$ cat src/rtl/uart_share_ctrl.sv
// uart_share_ctrl: two-requester arbiter sharing one UART transmitter.
// Programs the baud divider once after reset, then forwards packets.
module uart_share_ctrl #(
  parameter int CLK_FRE   = 50,
  parameter int BAUD_RATE = 115200,
  parameter int LOCK_TO   = 1024
) (
  input  logic        clk,
  input  logic        resetn,
  input  logic        req0_valid,
  input  logic [7:0]  req0_data,
  input  logic        req0_last,
  output logic        req0_ready,
  input  logic        req1_valid,
  input  logic [7:0]  req1_data,
  input  logic        req1_last,
  output logic        req1_ready,
  output logic [3:0]  uart_div_we,
  output logic [31:0] uart_div_di,
  output logic        uart_dat_we,
  output logic [31:0] uart_dat_di,
  input  logic        uart_dat_wait,
  output logic [1:0]  grant,
  output logic        cfg_busy
);

  localparam longint DIV_L =
    longint'(CLK_FRE) * 1000000 / longint'(BAUD_RATE);
  localparam logic [31:0] DIV = DIV_L[31:0];
  localparam int CW = (LOCK_TO > 1) ? $clog2(LOCK_TO) : 1;

  typedef enum logic [1:0] {
    INIT,
    IDLE,
    SEND,
    HOLD
  } state_t;

  state_t        state;
  state_t        state_n;
  logic          in_rst;
  logic          rr;
  logic          last_q;
  logic [7:0]    byte_q;
  logic [CW-1:0] idle_cnt;

  logic both;
  logic sel1;
  logic take;
  logic lock_hit;
  logic div_go;
  logic sent;

  assign both     = req0_valid & req1_valid;
  assign sel1     = both ? rr : req1_valid;
  assign take     = req0_ready | req1_ready;
  assign lock_hit = idle_cnt == CW'(LOCK_TO - 1);
  assign sent     = (state == SEND) & ~uart_dat_wait;

  always_comb begin
    req0_ready = 1'b0;
    req1_ready = 1'b0;
    unique case (state)
      IDLE: begin
        req0_ready = req0_valid & ~sel1;
        req1_ready = req1_valid & sel1;
      end
      HOLD: begin
        req0_ready = grant[0] & req0_valid;
        req1_ready = grant[1] & req1_valid;
      end
      default: ;
    endcase
  end

  always_comb begin
    state_n = state;
    unique case (state)
      INIT: if (!in_rst) state_n = IDLE;
      IDLE: if (take) state_n = SEND;
      SEND: begin
        if (!uart_dat_wait) state_n = last_q ? IDLE : HOLD;
      end
      HOLD: begin
        if (take) state_n = SEND;
        else if (lock_hit) state_n = IDLE;
      end
      default: state_n = INIT;
    endcase
  end

  // in_rst keeps the divider write out of the reset cycles themselves
  always_ff @(posedge clk) begin
    if (!resetn) begin
      state  <= INIT;
      in_rst <= 1'b1;
    end else begin
      state  <= state_n;
      in_rst <= 1'b0;
    end
  end

  always_ff @(posedge clk) begin
    if (!resetn) begin
      grant    <= 2'b00;
      rr       <= 1'b0;
      byte_q   <= 8'h00;
      last_q   <= 1'b0;
      idle_cnt <= '0;
    end else if (take) begin
      byte_q   <= req1_ready ? req1_data : req0_data;
      last_q   <= req1_ready ? req1_last : req0_last;
      grant    <= {req1_ready, req0_ready};
      idle_cnt <= '0;
    end else if (sent) begin
      idle_cnt <= '0;
      if (last_q) begin
        grant <= 2'b00;
        rr    <= ~grant[1];
      end
    end else if (state == HOLD) begin
      if (lock_hit) begin
        grant    <= 2'b00;
        rr       <= ~grant[1];
        idle_cnt <= '0;
      end else begin
        idle_cnt <= idle_cnt + CW'(1);
      end
    end
  end

  assign div_go      = (state == INIT) & ~in_rst;
  assign uart_div_we = div_go ? 4'hF : 4'h0;
  assign uart_div_di = div_go ? DIV : 32'h0;
  assign uart_dat_we = state == SEND;
  assign uart_dat_di = {24'h0, byte_q};
  assign cfg_busy    = state == INIT;

endmodule

$ cat config.mk
export PLATFORM = sky130hd
export DESIGN_NAME = uart_share_ctrl
export DESIGN_NICKNAME = d
export VERILOG_FILES = /design/src/rtl/uart_share_ctrl.sv
export SDC_FILE = /design/constraint.sdc
export NUM_CORES = 1
export LEC_CHECK = 0
export BUFFER_PORTS_ARGS = -buffer_cell sky130_fd_sc_hd__clkbuf_2
export CORE_MARGIN = 2
export CORE_UTILIZATION = 39
export DETAILED_ROUTE_END_ITERATION = 10
export GPL_TIMING_DRIVEN = 0
export PLACE_DENSITY = 0.76
export SLEW_MARGIN = 10
export SYNTH_ARGS = -nofsm -noshare
export SYNTH_HDL_FRONTEND = slang
export SYNTH_SLANG_ARGS = --single-unit
$ cat constraint.sdc
create_clock -name clk -period 1.5 [get_ports clk]
set_input_delay 0.225 -clock clk [delete_from_list [all_inputs] [get_ports clk]]
set_output_delay 0.225 -clock clk [all_outputs]
set_load 0.02 [all_outputs]
# --- Word level (Yosys, flattened, before mapping) ---
# Cells that the tools add are included.
word_totals:
  inputBits: 23
  elab_cells: 66
  register_bits: 25
  out_inout_bits: 74
op_classes:
  reduce_logical: 9
  mux: 25
  bitwise: 14
  n_addsub: 1
  n_eq_ne: 10
ops:
  columns: ["operator", "n"]
  rows:
  - ["$mux 2", 11]
  - ["$add 10x1->10 const B", 1]
  - ["$eq 10x10->1 const B", 1]
  - ["$mux 10", 1]
  - ["$mux 9", 1]
  - ["$mux 8", 1]
  - ["$ne 2x2->1 const B", 4]
  - ["$pmux 2 s4", 1]
  - ["$reduce_and 4->1", 2]
  - ["$and 1x1->1", 7]
  - ["$mux 1", 7]
  - ["$ne 3x3->1 const B", 2]
  - ["$not 1->1", 6]
  - ["$reduce_bool 3->1", 2]
  - ["$eq 2x2->1 const B", 2]
  - ["$mux 4", 1]
  - ["$pmux 1 s2", 2]
  - ["$reduce_bool 2->1", 2]
  - ["$reduce_and 3->1", 1]
  - ["$reduce_or 3->1", 1]
  - ["$eq 2x1->1 const B", 1]
  - ["$logic_not 2->1", 1]
  - ["$or 1x1->1", 1]

# --- Longest topological paths before layout ---
logic_depth:
  ltp_word: 8
  depth_mapped: 7
  mapped_depth_nobuf: 6

# --- Worst setup path before layout ---
# No wires, ideal clock.
synth_path:
  path_type: "register -> register"
  startpoint: "reg state[1]"
  endpoint: "reg idle_cnt[2]"
  required_ns: 1.436
  synth_period_minus_slack_ns: 1.664
  stages_incl_launch_ff: 8
  arrival_time_ns: 1.600
  path_slack_ns: -0.164
  n_path_buf: 1
  setup_ns: 0.064
  cell_sequence: "dfxtp_1 > buf_6 > or3b_1 > nand3_2 > inv_2 > or3_4 > o21bai_4 > nor2_1"
synth_between:
  elab_chain_len: 4
  word_cells_on_any_way: 8
  cone_classes: "eq/ne: 3; mux: 2; bitwise: 2; reduce/logical: 1"
synth_lines:
  columns: ["item", "line_no", "text"]
  rows:
  - ["from (decl)", "39", "state_t state;"]
  - ["from (signal assigned)", "98", "state <= state_n;"]
  - ["$eq 2x2->1 or $eq 2x1->1 (tied branches)", "63", "unique case (state)"]
  - ["$pmux 1 s2 (*)", "63", null]
  - ["via req1_ready", "17", "output logic req1_ready,"]
  - ["$or 1x1->1 (*)", "56", "assign take = req0_ready | req1_ready;"]
  - ["$reduce_or 3->1 (no line) (*)", null, null]
  - ["to (signal assigned)", "127", "idle_cnt <= idle_cnt + CW'(1);"]
  - ["to (decl)", "45", "logic [CW-1:0] idle_cnt;"]
# Mark *: on every way through the listed nets, which the timed path passes. The rest lies on a longest branch.
# A chain may end at the register's enable or synchronous reset.

# --- Worst setup path in the final report ---
layout_path:
  startpoint: "reg state[1]"
  endpoint: "reg idle_cnt[2]"
layout_between:
  elab_chain_len: 4
  word_cells_on_any_way: 8
  cone_classes: "eq/ne: 3; mux: 2; bitwise: 2; reduce/logical: 1"
layout_lines:
  columns: ["item", "line_no"]
  rows:
  - ["$eq 2x2->1 or $eq 2x1->1 (tied branches)", "63, 121"]
  - ["$pmux 1 s2", "63"]
  - ["$or 1x1->1", "56"]
  - ["$reduce_or 3->1 (no line)", null]
# Several ways; a longest one is shown, not always the timed one.

==> impl_metrics.toml <==
[clock_network]
clock_latency_ns = 0.27
clock-sinks = 25
clk_pin_slew_worst_paths_ns = 0.09
cts_inserted_buffers = 3
cts_hold_buffers = 0
cts_tree = "built"
htree_levels = 1
cts_root_buffer = "clkbuf_8"
clk_path_buf_depth = 2

[pwr]
peakVddDrop_mv = 0.574
power_mw = 1.97
p_per_area_mw_per_mm2 = 833
p_leak_nw = 1.21

[place]
place_congestion = 0.741
port_buffers = 45
dp_slack_ns = -0.206
hpwl_mm = 2.38
placed_area_mm2 = 0.00208
placed_cells = 335

[layout]
fillerInstances = 361
stdcell_count = 349
nNetsFinal = 324
syn_to_final_growth_pct = 47.6
drive_gt1_frac = 0.455
antenna_cells = 0
final_util = 0.595
fin_area_mm2 = 0.00236

[global_routing]
globalRoute.totalOverflow = 0
grt_pass1_wl_mm = 5.01
grt_pass1_vias = 1184
grt_max_degree = 16
grt_usage = 0.143
antenna_found_initial = 0

[min_path]
hp-class = "in2reg"

[drt]
vias = 1414
dr.pass1.iters = 4
post_drt_via_cell_ratio = 4.05
wl_per_cell_um = 10.1
drc_errors = 0
dr.first_iter.drc_count = 28
antenna_left = 0
wl_mm = 3.52

[timing]
tns_ns = -1.21
period_minus_slack_ns = 1.63
finalMaxSlewViolations = 0
skew_ns = 0.00873
whs_ns = 0.212
finalHoldViolCount = 0
period_share = 1.08
fin_ws_ns = -0.127
fmax_ghz = 0.615
finalSetupViolCount = 22
rsz0062_at_grt = "yes"

[synth]
ys_top_cells_by_count = "buf_4, dfxtp_1, nor2_1"
synth_ff_type = "dfxtp_1"
netlist_instances = 190
ys_ff_latch = 25
synthesis.area_mm2 = 0.00160
synth-async-reset-ratio = 0
synth_edf_count = 0
yosys-top-cells-area = "dfxtp_1, buf_4, mux2i_1"
synth_cell_types = 34
yosys_warnings = 0
yosysTopAreaCell = "dfxtp_1"
ys_seq_area_frac = 0.313
yosysMostFrequentCell = "buf_4"
synth.top_cell.area_share = 0.313
synth.avg_cell_area_um2 = 8.43

[floorplanning]
rows = 23
die_width_um = 68.1
initial_utilization = 0.403
boundaryPins = 97
dieArea_mm2 = 0.00463
die_h_um = 68.1
core_area_mm2 = 0.00397

[job]
maxCapViolations = 0

[critical_path]
cpPeakStageDelay_ns = 0.38
crit_path_start_kind = "flop"
required_ns = 1.71
arrival_ns = 1.84
crit_path_end_kind = "flop"
path_cells = "nand3b_1, o2111a_2, buf_6, or3_4, o21bai_4, nor2_1"
crit_fanout = 7
slowest_stage = "dfxtp_4"
crit_type = "reg2reg"

[run_status]
status = "complete, but fails checks"
violations = "setup timing"
kinds of logic after synthesis:
group,Yosys count,share of synthesized area
mux,11,0.0688
flops,25,0.313
compound gates,29,0.112
fa+ha+maj,1,0.00781
buf+inv,70,0.310
xor+xnor,8,0.0438
other cells,1,0.00234
simple gates,45,0.143
flip-flops by register name, indices dropped and copies added, names as in the netlist:
register	flops
in_rst	1
state	2
grant	2
last_q	1
rr	1
byte_q	8
idle_cnt	10
routing by layer:
layer  routed length (um)  global-route usage
met1                 1430               0.161
met2                 1800               0.255
met3                  243              0.0444
met4                   44              0.0425
met5                    0                   0
what timing repair did:
action,4_1_cts,5_1_grt
pin swaps,9,5
gates resized for setup,30,21
setup endpoints to repair,29,33
setup buffers,7,4
endpoints found under the hold margin,0,0
gates cloned,0,2
path summary, 6_finish.rpt:
check | startpoint | to | slack, ns | depth (start not counted)
max | state[1]$_SDFFE_PN0P_ | idle_cnt[2]$_SDFFE_PP0P_ | -0.13 | 6
min | req1_data[7] | byte_q[7]$_SDFFE_PN0P_ | 0.21 | 3
max reg2reg | state[1]$_SDFFE_PN0P_ | idle_cnt[2]$_SDFFE_PP0P_ | -0.13 | 6
min reg2reg | rr$_SDFFE_PN0P_ | rr$_SDFFE_PN0P_ | 0.51 | 2
cell type report:
type,count,area (um2),share of cell area
Multi-Input combinational cell,145,817,0.346
Sequential cell,25,507,0.214
Buffer,63,480,0.203
Timing Repair Buffer,57,429,0.182
Tap cell,50,62.6,0.0265
Clock buffer,3,41.3,0.0175
Inverter,5,18.8,0.00794
Clock inverter,1,7.51,0.00318
report_power, final:
group	switching, mW	internal, mW	total, mW
clock network	0.217	0.188	0.405
registers	0.0379	0.708	0.746
logic	0.418	0.398	0.816
total	0.673	1.29	1.97
cell usage in the layout (no fill, tap or decap), types with 2 or more instances in the layout:
cell      instances
dfxtp_1          22
buf_6            14
and2_1            2
mux2i_1          11
or3_4             2
inv_1             4
xor2_1            5
clkbuf_8          3
buf_4            66
nand3_1           2
buf_8             2
nor2_1           16
a21oi_1          11
nand2b_1          3
nand2_1           6
xnor2_1           3
nor2_2            3
clkbuf_2         34
conb_1           51
dfxtp_2           2
nand3b_1          2
nand4_1           4
o21ai_0          10
critical path, delay by kind of cell (launching register included):
kind                   cells  cell delay, ns
buffers and inverters      1            0.13
and+or+nand+nor            3            0.65
DFF                        1            0.38
AOI/OAI and AO/OA          2            0.41
Power figures use the tool's default switching activity.
